### config.mk
export PLATFORM = sky130hd
export DESIGN_NAME = jb_car_seq_flat
export DESIGN_NICKNAME = d
export VERILOG_FILES = /design/src/rtl/jb_car_seq_pkg.sv /design/src/rtl/jb_car_seq_if.sv /design/src/rtl/jb_car_seq.sv /design/src/flat_wrapper.sv
export SDC_FILE = /design/constraint.sdc
export NUM_CORES = 1
export LEC_CHECK = 0
export CORE_UTILIZATION = 45
export CTS_CLUSTER_DIAMETER = 60
export DETAILED_ROUTE_END_ITERATION = 8
export HOLD_SLACK_MARGIN = 0.05
export PLACE_DENSITY = 0.78
export SYNTH_ARGS = -nofsm -noshare
export SYNTH_HDL_FRONTEND = slang
export SYNTH_SLANG_ARGS = --single-unit
export TNS_END_PERCENT = 30
### constraint.sdc
create_clock -name clk -period 6.91 [get_ports clk]
set_input_delay 1.382 -clock clk [delete_from_list [all_inputs] [get_ports clk]]
set_output_delay 1.382 -clock clk [all_outputs]
set_load 0.05 [all_outputs]
### src/rtl/jb_car_seq_pkg.sv
// Shared types for the carrier enable/bandwidth sequencer.
// Holds the bandwidth encoding used toward the carrier clock-enable
// generator and the sequencer state encoding.
package jb_car_seq_pkg;

  // Bandwidth code presented on car_bw / bw_active.
  typedef logic [1:0] bw_t;

  localparam bw_t BW_20MHZ = 2'b00;
  localparam bw_t BW_10MHZ = 2'b01;
  localparam bw_t BW_5MHZ  = 2'b10;
  localparam bw_t BW_15MHZ = 2'b11;

  // Width of the shared dwell counter.
  localparam int unsigned CNT_W = 16;

  typedef enum logic [2:0] {
    ST_IDLE       = 3'd0,
    ST_ARM        = 3'd1,
    ST_ON_MIN     = 3'd2,
    ST_ON         = 3'd3,
    ST_ACK_WAIT   = 3'd4,
    ST_FLUSH_WAIT = 3'd5,
    ST_GUARD      = 3'd6
  } state_t;

  // IDLE and ON are the two resting states; everything else is a sequence.
  function automatic logic is_rest_state(state_t s);
    return (s == ST_IDLE) || (s == ST_ON);
  endfunction

endpackage

### src/rtl/jb_car_seq_if.sv
// Request/status bundle between register logic, the carrier sequencer
// and the carrier clock-enable generator.
// Optional macro JB_CAR_SEQ_FLUSH_TIMEOUT_EN adds the flush_timeout flag.
interface jb_car_seq_if;
  import jb_car_seq_pkg::*;

  logic cfg_car_en;
  bw_t  cfg_car_bw;
  logic dfe_flush;
  logic sticky_clr;
  logic car_en;
  bw_t  car_bw;
  logic busy;
  logic active;
  bw_t  bw_active;
  logic seq_done;
  logic ack_missing;
`ifdef JB_CAR_SEQ_FLUSH_TIMEOUT_EN
  logic flush_timeout;
`endif

  // Register/generator side: drives requests and flush status.
  modport master (
    output cfg_car_en, cfg_car_bw, dfe_flush, sticky_clr,
    input  car_en, car_bw, busy, active, bw_active, seq_done, ack_missing
`ifdef JB_CAR_SEQ_FLUSH_TIMEOUT_EN
    , input flush_timeout
`endif
  );

  // Sequencer side.
  modport slave (
    input  cfg_car_en, cfg_car_bw, dfe_flush, sticky_clr,
    output car_en, car_bw, busy, active, bw_active, seq_done, ack_missing
`ifdef JB_CAR_SEQ_FLUSH_TIMEOUT_EN
    , output flush_timeout
`endif
  );

endinterface

### src/rtl/jb_car_seq.sv
// Carrier enable/bandwidth sequencer, upstream of the carrier
// clock-enable generator. Holds car_bw stable ahead of every car_en rise,
// enforces a minimum on-time and runs bandwidth changes on a live carrier
// as disable -> flush -> guard -> re-enable, closed on dfe_flush.
// Optional macro JB_CAR_SEQ_FLUSH_TIMEOUT_EN: bounds FLUSH_WAIT and
// reports a sticky flush_timeout flag.
module jb_car_seq
  import jb_car_seq_pkg::*;
#(
  parameter bw_t         DEFAULT_BW           = BW_20MHZ,
  parameter int unsigned SETUP_CYCLES         = 4,
  parameter int unsigned MIN_ON_CYCLES        = 32,
  parameter int unsigned ACK_WAIT_CYCLES      = 16,
  parameter int unsigned GUARD_CYCLES         = 8
`ifdef JB_CAR_SEQ_FLUSH_TIMEOUT_EN
  , parameter int unsigned FLUSH_TIMEOUT_CYCLES = 8192
`endif
) (
  input  logic            clk,
  input  logic            resetn,
  jb_car_seq_if.slave     bus
);

  // Counter value on the last cycle of each timed state.
  localparam logic [CNT_W-1:0] SETUP_LAST  = CNT_W'(SETUP_CYCLES - 1);
  localparam logic [CNT_W-1:0] MIN_ON_LAST = CNT_W'(MIN_ON_CYCLES - 1);
  localparam logic [CNT_W-1:0] ACK_LAST    = CNT_W'(ACK_WAIT_CYCLES - 1);
  localparam logic [CNT_W-1:0] GUARD_LAST  = CNT_W'(GUARD_CYCLES - 1);
`ifdef JB_CAR_SEQ_FLUSH_TIMEOUT_EN
  localparam logic [CNT_W-1:0] FTO_LAST    = CNT_W'(FLUSH_TIMEOUT_CYCLES - 1);
`endif

  state_t           state_q, state_d;
  logic [CNT_W-1:0] cnt_q, cnt_d;
  logic             car_en_q, car_en_d;
  bw_t              car_bw_q, car_bw_d;
  bw_t              bw_active_q, bw_active_d;
  logic             busy_q, active_q, seq_done_q;
  logic             ack_missing_q, ack_set;
`ifdef JB_CAR_SEQ_FLUSH_TIMEOUT_EN
  logic             flush_timeout_q, fto_set;
`endif

  // Next-state and next-output decode for the sequencer.
  always_comb begin
    state_d     = state_q;
    car_en_d    = car_en_q;
    car_bw_d    = car_bw_q;
    bw_active_d = bw_active_q;
    ack_set     = 1'b0;
`ifdef JB_CAR_SEQ_FLUSH_TIMEOUT_EN
    fto_set     = 1'b0;
`endif
    unique case (state_q)
      ST_IDLE: begin
        if (bus.cfg_car_en) begin
          car_bw_d = bus.cfg_car_bw;
          state_d  = ST_ARM;
        end
      end
      ST_ARM: begin
        // A dropped request wins over setup completion: car_en never rises.
        if (!bus.cfg_car_en) begin
          state_d = ST_IDLE;
        end else if (cnt_q == SETUP_LAST) begin
          car_en_d    = 1'b1;
          bw_active_d = car_bw_q;
          state_d     = ST_ON_MIN;
        end
      end
      ST_ON_MIN: begin
        if (cnt_q == MIN_ON_LAST) begin
          state_d = ST_ON;
        end
      end
      ST_ON: begin
        if (!bus.cfg_car_en || (bus.cfg_car_bw != car_bw_q)) begin
          car_en_d = 1'b0;
          state_d  = ST_ACK_WAIT;
        end
      end
      ST_ACK_WAIT: begin
        if (bus.dfe_flush) begin
          state_d = ST_FLUSH_WAIT;
        end else if (cnt_q == ACK_LAST) begin
          ack_set = 1'b1;
          state_d = ST_GUARD;
        end
      end
      ST_FLUSH_WAIT: begin
        if (!bus.dfe_flush) begin
          state_d = ST_GUARD;
        end
`ifdef JB_CAR_SEQ_FLUSH_TIMEOUT_EN
        else if (cnt_q == FTO_LAST) begin
          fto_set = 1'b1;
          state_d = ST_GUARD;
        end
`endif
      end
      ST_GUARD: begin
        // Requests made during the disable sequence are only sampled here.
        if (cnt_q == GUARD_LAST) begin
          if (bus.cfg_car_en) begin
            car_bw_d = bus.cfg_car_bw;
            state_d  = ST_ARM;
          end else begin
            state_d  = ST_IDLE;
          end
        end
      end
      default: begin
        car_en_d = 1'b0;
        state_d  = ST_IDLE;
      end
    endcase
  end

  // Shared dwell counter restarts on every state change.
  always_comb begin
    cnt_d = (state_d != state_q) ? '0 : cnt_q + 1'b1;
  end

  // State, counter and registered outputs; status flags decode the next state.
  always_ff @(posedge clk or negedge resetn) begin
    if (!resetn) begin
      state_q         <= ST_IDLE;
      cnt_q           <= '0;
      car_en_q        <= 1'b0;
      car_bw_q        <= DEFAULT_BW;
      bw_active_q     <= DEFAULT_BW;
      busy_q          <= 1'b0;
      active_q        <= 1'b0;
      seq_done_q      <= 1'b0;
      ack_missing_q   <= 1'b0;
`ifdef JB_CAR_SEQ_FLUSH_TIMEOUT_EN
      flush_timeout_q <= 1'b0;
`endif
    end else begin
      state_q       <= state_d;
      cnt_q         <= cnt_d;
      car_en_q      <= car_en_d;
      car_bw_q      <= car_bw_d;
      bw_active_q   <= bw_active_d;
      busy_q        <= !is_rest_state(state_d);
      active_q      <= (state_d == ST_ON);
      seq_done_q    <= (state_d != state_q) && is_rest_state(state_d);
      ack_missing_q <= bus.sticky_clr ? 1'b0 : (ack_missing_q | ack_set);
`ifdef JB_CAR_SEQ_FLUSH_TIMEOUT_EN
      flush_timeout_q <= bus.sticky_clr ? 1'b0 : (flush_timeout_q | fto_set);
`endif
    end
  end

  assign bus.car_en      = car_en_q;
  assign bus.car_bw      = car_bw_q;
  assign bus.busy        = busy_q;
  assign bus.active      = active_q;
  assign bus.bw_active   = bw_active_q;
  assign bus.seq_done    = seq_done_q;
  assign bus.ack_missing = ack_missing_q;
`ifdef JB_CAR_SEQ_FLUSH_TIMEOUT_EN
  assign bus.flush_timeout = flush_timeout_q;
`endif

endmodule

### src/flat_wrapper.sv
// flat-port wrapper written by rule: the top's interface ports become plain ports
module jb_car_seq_flat import jb_car_seq_pkg::*;
#(
  parameter bw_t         DEFAULT_BW           = BW_20MHZ,
  parameter int unsigned SETUP_CYCLES         = 4,
  parameter int unsigned MIN_ON_CYCLES        = 32,
  parameter int unsigned ACK_WAIT_CYCLES      = 16,
  parameter int unsigned GUARD_CYCLES         = 8

)
  (clk, resetn, bus_cfg_car_en, bus_cfg_car_bw, bus_dfe_flush, bus_sticky_clr, bus_car_en, bus_car_bw, bus_busy, bus_active, bus_bw_active, bus_seq_done, bus_ack_missing);
  jb_car_seq_if bus_i ();
  input  logic clk;
  input  logic resetn;
  input wire logic [$bits(bus_i.cfg_car_en)-1:0] bus_cfg_car_en;
  input wire logic [$bits(bus_i.cfg_car_bw)-1:0] bus_cfg_car_bw;
  input wire logic [$bits(bus_i.dfe_flush)-1:0] bus_dfe_flush;
  input wire logic [$bits(bus_i.sticky_clr)-1:0] bus_sticky_clr;
  output wire logic [$bits(bus_i.car_en)-1:0] bus_car_en;
  output wire logic [$bits(bus_i.car_bw)-1:0] bus_car_bw;
  output wire logic [$bits(bus_i.busy)-1:0] bus_busy;
  output wire logic [$bits(bus_i.active)-1:0] bus_active;
  output wire logic [$bits(bus_i.bw_active)-1:0] bus_bw_active;
  output wire logic [$bits(bus_i.seq_done)-1:0] bus_seq_done;
  output wire logic [$bits(bus_i.ack_missing)-1:0] bus_ack_missing;
  assign bus_i.cfg_car_en = bus_cfg_car_en;
  assign bus_i.cfg_car_bw = bus_cfg_car_bw;
  assign bus_i.dfe_flush = bus_dfe_flush;
  assign bus_i.sticky_clr = bus_sticky_clr;
  assign bus_car_en = bus_i.car_en;
  assign bus_car_bw = bus_i.car_bw;
  assign bus_busy = bus_i.busy;
  assign bus_active = bus_i.active;
  assign bus_bw_active = bus_i.bw_active;
  assign bus_seq_done = bus_i.seq_done;
  assign bus_ack_missing = bus_i.ack_missing;
  jb_car_seq #(.DEFAULT_BW(DEFAULT_BW), .SETUP_CYCLES(SETUP_CYCLES), .MIN_ON_CYCLES(MIN_ON_CYCLES), .ACK_WAIT_CYCLES(ACK_WAIT_CYCLES), .GUARD_CYCLES(GUARD_CYCLES)) u_core (.clk(clk), .resetn(resetn), .bus(bus_i));
endmodule
# After elaboration in Yosys (flattened, before gate mapping)
# Cells that the tools add are included.
# totals
ff_bits	28
inputBits	7
out_inout_bits	9
elab_cells	64
# op_classes
addsub	1
eq_ne	17
n_mux	23
bitwise_logic	2
n_reduce_logical	12
# op_table
operator	n
two-way mux 3 bit	9
one-hot mux 3 bit (7 select lines)	1
adder 16 x 1 -> 16 bit, second input constant	1
equality test 16 x 2 -> 1 bit, second input constant	1
equality test 16 x 3 -> 1 bit, second input constant	1
equality test 16 x 4 -> 1 bit, second input constant	1
equality test 16 x 5 -> 1 bit, second input constant	1
two-way mux 16 bit	1
equality test 3 x 2 -> 1 bit, second input constant	3
equality test 3 bit, second input constant	3
two-way mux 1 bit	8
zero test 3 bit	2
inequality test 2 x 1 -> 1 bit, second input constant	3
OR reduction 5 bit	1
two-way mux 2 bit	2
one-hot mux 2 bit (2 select lines)	1
AND reduction 4 bit	1
equality test 3 x 1 -> 1 bit, second input constant	1
inequality test 3 bit	1
one-hot mux 1 bit (3 select lines)	1
AND reduction 3 bit	1
zero test 1 bit	2
logical OR 1 bit	2
inequality test 2 bit	1
other kinds (6)	6

# Depth between registers and ports, before layout
# Gate-level depths: netlist (run 1).
# depth
word_depth	7
mapped_depth	7
ltp_nobuf	6

# Worst setup path after synthesis (run 1)
# OpenSTA, ideal clock, no wires.
# synth_path
kind	input to register
from	in bus_cfg_car_en
to	reg u_core.cnt_q[6]
setup_ns	0.133
arrival_ns	2.722
t_required_ns	6.777
path_slack_ns	4.055
path_stages	6
path_buffers	1
path_cell_list	or4bb_1 nor2_1 a21oi_1 a21oi_1 buf_2 nor3_1
# synth_between
elab_chain_len	6
word_cells_on_any_way	10
cone_classes	eq/ne (1); mux (7); reduce/logical (2)
# synth_lines
element	line_no	rtl
start, declared	flat_wrapper.sv:15	input wire logic [$bits(bus_i.cfg_car_en)-1:0] bus_cfg_car_en;
zero test 1 bit	jb_car_seq.sv:77	if (!bus.cfg_car_en || (bus.cfg_car_bw != car_bw_q)) begin
logical OR 1 bit	jb_car_seq.sv:77	
two-way mux 3 bit	jb_car_seq.sv:77	
one-hot mux 3 bit (7 select lines) *	jb_car_seq.sv:54	unique case (state_q)
inequality test 3 bit *	jb_car_seq.sv:121	cnt_d = (state_d != state_q) ? '0 : cnt_q + 1'b1;
two-way mux 16 bit *	jb_car_seq.sv:121	
via u_core.cnt_d[6]	jb_car_seq.sv:34	logic [CNT_W-1:0] cnt_q, cnt_d;
end signal, assigned	jb_car_seq.sv:141	cnt_q <= cnt_d;
end, declared	jb_car_seq.sv:34	
# The timed path passes the listed nets; every way through them passes the cells marked *.
# A chain may end at the register's enable or synchronous reset.

# Worst setup path after layout (run 1)
# layout_path
from	in bus_cfg_car_en
to	reg u_core.cnt_q[14]
# The elaborated chain is that of the path after synthesis.

==> flow_summary.yaml, run 1 <==
routing:
  routedWlPerCell_um: 14.5
  drt_iter0_markers: 66
  dr_total_vias: 1242
  drc: 0
  ant_nets: 0
  viasPerCell: 5.83
  drtPass1Iterations: 5
  wl_um: 3090
global_route:
  grt_pass1_vias: 1190
  antenna_found_initial: 0
  grt_max_degree: 29
  grt_use_total: 0.189
  grt_remaining_overflow: 0
  grt_pass1_wl_um: 5200
power:
  peakVddDrop_mv: 0.110
  pwr_density_cell_nw_per_um2: 316
  p_leak_uw: 0.000736
yosys:
  syn_area_per_cell_um2: 10.0
  ys_seq_area_frac: 0.449
  syn_nets: 164
  synth_edf_count: 0
  synth.cell_area_um2: 1560
  synthFlopType: "dfrtp_1"
  synth_seq_cells: 28
  yosysWarningCount: 0
  syn_inst: 156
  synth.distinct_cells: 44
  async_flop_share: 1.00
place:
  dp_hpwl_um: 2310
  dp_slack_ns: 2.95
  gp_congestion: 0.912
  io_buffers: 15
  place_area_um2: 1740
floorplan:
  io_pins: 16
  dieWidth_um: 60.9
  initial_core_util: 0.468
  fp.coreArea_um2: 3340
  rows: 21
  chipHeight_um: 60.9
  dieArea_um2: 3710
sta:
  hold_viol_final: 0
  fin_ws_ns: 3.27
  rsz0062_at_grt: "false"
  fmax_mhz: 274
  drv_slew: 0
  fin_crit_sh: 0.527
  setup_viol: 0
  worstMarginPinSlew_ns: 1.24
  setup_tns_ns: 0
  fin_worst_skew_ns: 0.00461
  fin_crit_ns: 3.64
  whs_ns: 0.510
  slew_headroom: 0.176
flow_run:
  max_cap_violations: 0
worst_setup_path:
  crit_type: "primary input to register"
  critical_path_arrival_ns: 3.81
  critPathLaunchType: "primary input"
  critPathMaxFanout: 16
  endpoint_kind: "register"
  cp_data_required_time_ns: 7.08
cts:
  clockBufferDepth: 2
  numCtsBuffers: 3
  cts_resized: 0
  cts_tree: "done"
  clkTransAtPathRegs_ns: 0.14
  clock-sinks: 28
  h-tree-depth: 1
  cts_setup_buffers: 0
  clockRootBuffer: "clkbuf_4"
  clock_latency_ns: 0.32
  hold_buffers: 0
cells_and_area:
  drive_gt1_frac: 0.0898
  final_common_cell: "dfrtp_1"
  n_fill_cell: 311
  areaGrowthSynthToFinish_pct: 13.6
  diodes: 0
  layout_common_cells: "dfrtp_1 (28), nor3_1 (18), clkdlybuf4s50_1 (15)"
  nNetsFinal: 176
  fin_util: 0.531
  finalInstanceArea_um2: 1770
hold_path:
  hold_class: "register to register"
outcome:
  outcome: "complete, no violations"
[sequential cells by signal, indices dropped and copies added (netlist names)]
signal                  cells
u_core.bus.busy             1
u_core.bus.car_en           1
u_core.bus.car_bw           2
u_core.state_q              3
u_core.bus.bw_active        2
u_core.bus.seq_done         1
u_core.cnt_q               16
u_core.bus.active           1
u_core.bus.ack_missing      1
[final timing paths]
kind / startpoint / endpoint / slack (ns) / cells after the start
worst max-delay path: bus_cfg_car_en / u_core.cnt_q[14]$_DFF_PN0_ / 3.27 / 6
worst min-delay path: u_core.cnt_q[0]$_DFF_PN0_ / u_core.cnt_q[0]$_DFF_PN0_ / 0.51 / 1
worst max register to register: u_core.cnt_q[12]$_DFF_PN0_ / u_core.cnt_q[14]$_DFF_PN0_ / 4.06 / 5
worst min register to register: u_core.cnt_q[0]$_DFF_PN0_ / u_core.cnt_q[0]$_DFF_PN0_ / 0.51 / 1
max in group asynchronous: resetn / u_core.cnt_q[14]$_DFF_PN0_ / 5.23 / 2
min in group asynchronous: resetn / u_core.bus.seq_done$_DFF_PN0_ / 1.42 / 2
[cells by family (layout without fill, tap and decap cells)]
logic type               count (synthesis)  after routing  synth area share
AND/OR/NAND/NOR                         74             74             0.290
flip-flops                              28             28             0.449
AO/OA/AOI/OAI                           18             18            0.0906
XOR/XNOR                                16             16            0.0898
buffers and inverters                   14             25            0.0377
multiplexers                             5              5            0.0353
adder cells (fa/ha/maj)                  1              1           0.00802
[cell usage after synthesis, types with 2 or more instances]
cell type  instances  area share
a21oi_1            4       0.013
a31oi_1            2      0.0080
and2_1             2      0.0080
and3_1             6       0.024
buf_2              5       0.016
clkbuf_1           4      0.0096
dfrtp_1           28        0.45
inv_1              5       0.012
mux2_2             4       0.029
nand2_1            7       0.017
nand3_1            6       0.019
nor2_1             8       0.019
nor2b_1            2      0.0080
nor3_1            18       0.058
nor3b_1            3       0.014
nor4_1             5       0.020
or3_1              3       0.012
or4_1              2      0.0096
or4_4              2       0.014
or4bb_1            2       0.014
xnor2_1            7       0.039
xor2_1             9       0.051
[routing by layer]
layer | GRT usage | vias to the layer above | routed length (um)
li1 | - | 590 | -
met1 | 0.234 | 612 | 1340
met2 | 0.327 | 33 | 1570
met3 | 0.0277 | 7 | 116
met4 | 0.0877 | 0 | 58
met5 | 0 | - | 0
[final cells by class]
type,count,area [um2],share of cell area
flip-flops and latches,28,701,0.395
repair buffers,16,158,0.0890
clock buffers,4,36.3,0.0205
multi-input cells,114,801,0.452
inverters,5,18.8,0.0106
well taps,46,57.6,0.0325
[power by group]
group	internal, uW	switching (uW)	total [uW]
registers	193	41.4	234
clock network	32.3	45.6	77.8
logic	88.0	160	248
total	313	247	560
[worst max-delay path, stage by stage]
cell             delay, ns
clkdlybuf4s50_1       0.55
or4bb_1               0.57
nor2_1                0.13
a21oi_1               0.07
a21oi_1               0.98
nor3_1                0.13
[stage by stage]
stage	cells	power, uW
after global placement	209	477
after detailed placement	209	485
after CTS	213	562
after floorplan	156	422
final	213	560
after global routing	213	599
No activity file was read; power rests on OpenSTA's default activity.
==> inputs of run 2 (changes only) <==
==> constraint.sdc (replaced) <==
create_clock -name clk -period 3.82 [get_ports clk]
set_input_delay 0.764 -clock clk [delete_from_list [all_inputs] [get_ports clk]]
set_output_delay 0.764 -clock clk [all_outputs]
set_load 0.05 [all_outputs]
==> flow_summary.yaml, run 2 (synthesis gave the netlist of run 1 again) <==
cells_and_area:
  areaGrowthSynthToFinish_pct: 14.0
  reg.largest.list: "u_core.cnt_q: 16 flops, u_core.state_q: 3 flops"
  finalInstanceArea_um2: 1780
  drive_gt1_frac: 0.0952
  largest_register: "u_core.cnt_q"
  layout_common_cells: "dfrtp_1 (28), nor3_1 (18), clkdlybuf4s50_1 (15)"
  final_common_cell: "dfrtp_1"
  diodes: 0
  nNetsFinal: 177
  largest_reg_flops: 16
  n_fill_cell: 295
worst_setup_path:
  critical_path_arrival_ns: 2.79
  critPathMaxFanout: 16
  endpoint_kind: "register"
  rrSetupSlack_ns: 1.22
  path_cells: "ha_1 > or4b_1 > nor4_1 > o21bai_1 > o22ai_2 > nor3_1"
  critPathLaunchType: "register"
  cp_slowest_cell: "o22ai_2"
  crit_type: "register to register"
  r2r_end: "u_core.cnt_q[14]$_DFF_PN0_"
  crit_buf_inv: 0
  cp_data_required_time_ns: 4.01
  path_delay_family: "simple AND/OR/NAND/NOR gates"
  reg2reg_from: "u_core.cnt_q[0]$_DFF_PN0_"
  reg2reg_depth: 6
  max_stage_delay_ns: 0.61
global_route:
  grt_use_total: 0.194
  grt_remaining_overflow: 0
  grt_pass1_vias: 1212
  grt_max_degree: 29
  grt_pass1_wl_um: 5390
  antenna_found_initial: 0
sta:
  fmax_mhz: 384
  fin_crit_ns: 2.60
  slew_headroom: 0.483
  setup_viol: 0
  fin_crit_sh: 0.681
  setup_tns_ns: 0
  fin_worst_skew_ns: 0.00326
  drv_slew: 0
  hold_viol_final: 0
  worstMarginPinSlew_ns: 0.765
  rsz0062_at_grt: "false"
routing:
  dr_total_vias: 1269
  drt_iter0_markers: 174
  drc: 0
  wl_um: 3230
  dr_wl_met3_um: 200
  ant_nets: 0
  m1WireLength_um: 1340
  routedWlPerCell_um: 15.1
  viasPerCell: 5.93
  top_layer: "met4"
  drtPass1Iterations: 4
  dr_wl_met2_um: 1640
floorplan:
  chipHeight_um: 60.9
  dieArea_um2: 3710
  dieWidth_um: 60.9
  initial_core_util: 0.468
  fp.coreArea_um2: 3340
  io_pins: 16
  rows: 21
hold_path:
  min_path_cells: 2
  min_from: "u_core.bus.ack_missing$_DFF_PN0_"
  hold_end: "u_core.bus.ack_missing$_DFF_PN0_"
  hold_class: "register to register"
power:
  p_leak_uw: 0.000741
  peakVddDrop_mv: 0.190
  pwr_density_cell_nw_per_um2: 580
  power_uw: 1030
cts:
  cts_resized: 0
  numCtsBuffers: 3
  hold_buffers: 0
  clockRootBuffer: "clkbuf_4"
  cts_setup_buffers: 0
  clock-sinks: 28
  clock_latency_ns: 0.32
  clkTransAtPathRegs_ns: 0.14
  h-tree-depth: 1
  clockBufferDepth: 2
  cts_tree: "done"
place:
  gp_congestion: 1.01
  io_buffers: 15
  place_area_um2: 1740
  dp_hpwl_um: 2380
outcome:
  outcome: "complete, no violations"
flow_run:
  max_cap_violations: 0
## run 2: cell type report
cell class,instances,area (um2),share of cell area
repair buffers,17,165,0.0928
well taps,46,57.6,0.0323
clock buffers,4,36.3,0.0204
inverters,5,18.8,0.0105
flip-flops and latches,28,701,0.394
multi-input cells,114,801,0.450
## run 2: stage by stage
| stage | setup slack, ns | hold WS, ns | instances | utilization |
|---|---|---|---|---|
| 6_report | 1.22 | 0.517 | 214 | 0.533 |
| 5_1_grt | 1.05 | 0.551 | 214 | 0.533 |
| 3_3_place_gp | 0.980 | 0.482 | 210 | 0.522 |
| 2_1_floorplan | 1.50 | 0.466 | 156 | - |
| 3_5_place_dp | 0.984 | 0.496 | 210 | 0.522 |
| 4_1_cts | 1.23 | 0.524 | 214 | 0.533 |
## run 2: worst min-delay path, stage by stage, from the launching register on
cell and delay [ns]:
dfrtp_1 0.38, a31oi_1 0.04, nor2_1 0.07
## run 2: power by group
group	total, uW	internal, uW	leakage (uW)	switching [uW]
registers	423	348	0.000374	74.8
logic	467	168	0.000346	298
clock network	143	58.3	0.0000210	84.5
## run 2: how the worst max path moves through the flow
| stage | from | endpoint | depth (start not counted) |
|---|---|---|---|
| finish | u_core.cnt_q[0]$_DFF_PN0_ | u_core.cnt_q[14]$_DFF_PN0_ | 6 |
| global route | u_core.cnt_q[0]$_DFF_PN0_ | u_core.cnt_q[9]$_DFF_PN0_ | 6 |
| CTS | u_core.cnt_q[0]$_DFF_PN0_ | u_core.cnt_q[15]$_DFF_PN0_ | 6 |
| detailed placement | bus_cfg_car_en | u_core.bus.busy$_DFF_PN0_ | 5 |
| global placement | bus_cfg_car_en | u_core.bus.busy$_DFF_PN0_ | 5 |
| floorplan | u_core.cnt_q[0]$_DFF_PN0_ | u_core.bus.seq_done$_DFF_PN0_ | 7 |
## run 2: per-layer routing
metal / track usage / vias to the layer above
met5: 0 / -
met4: 0.0942 / 0
met3: 0.0320 / 10
met2: 0.319 / 50
met1: 0.250 / 611
li1: - / 598
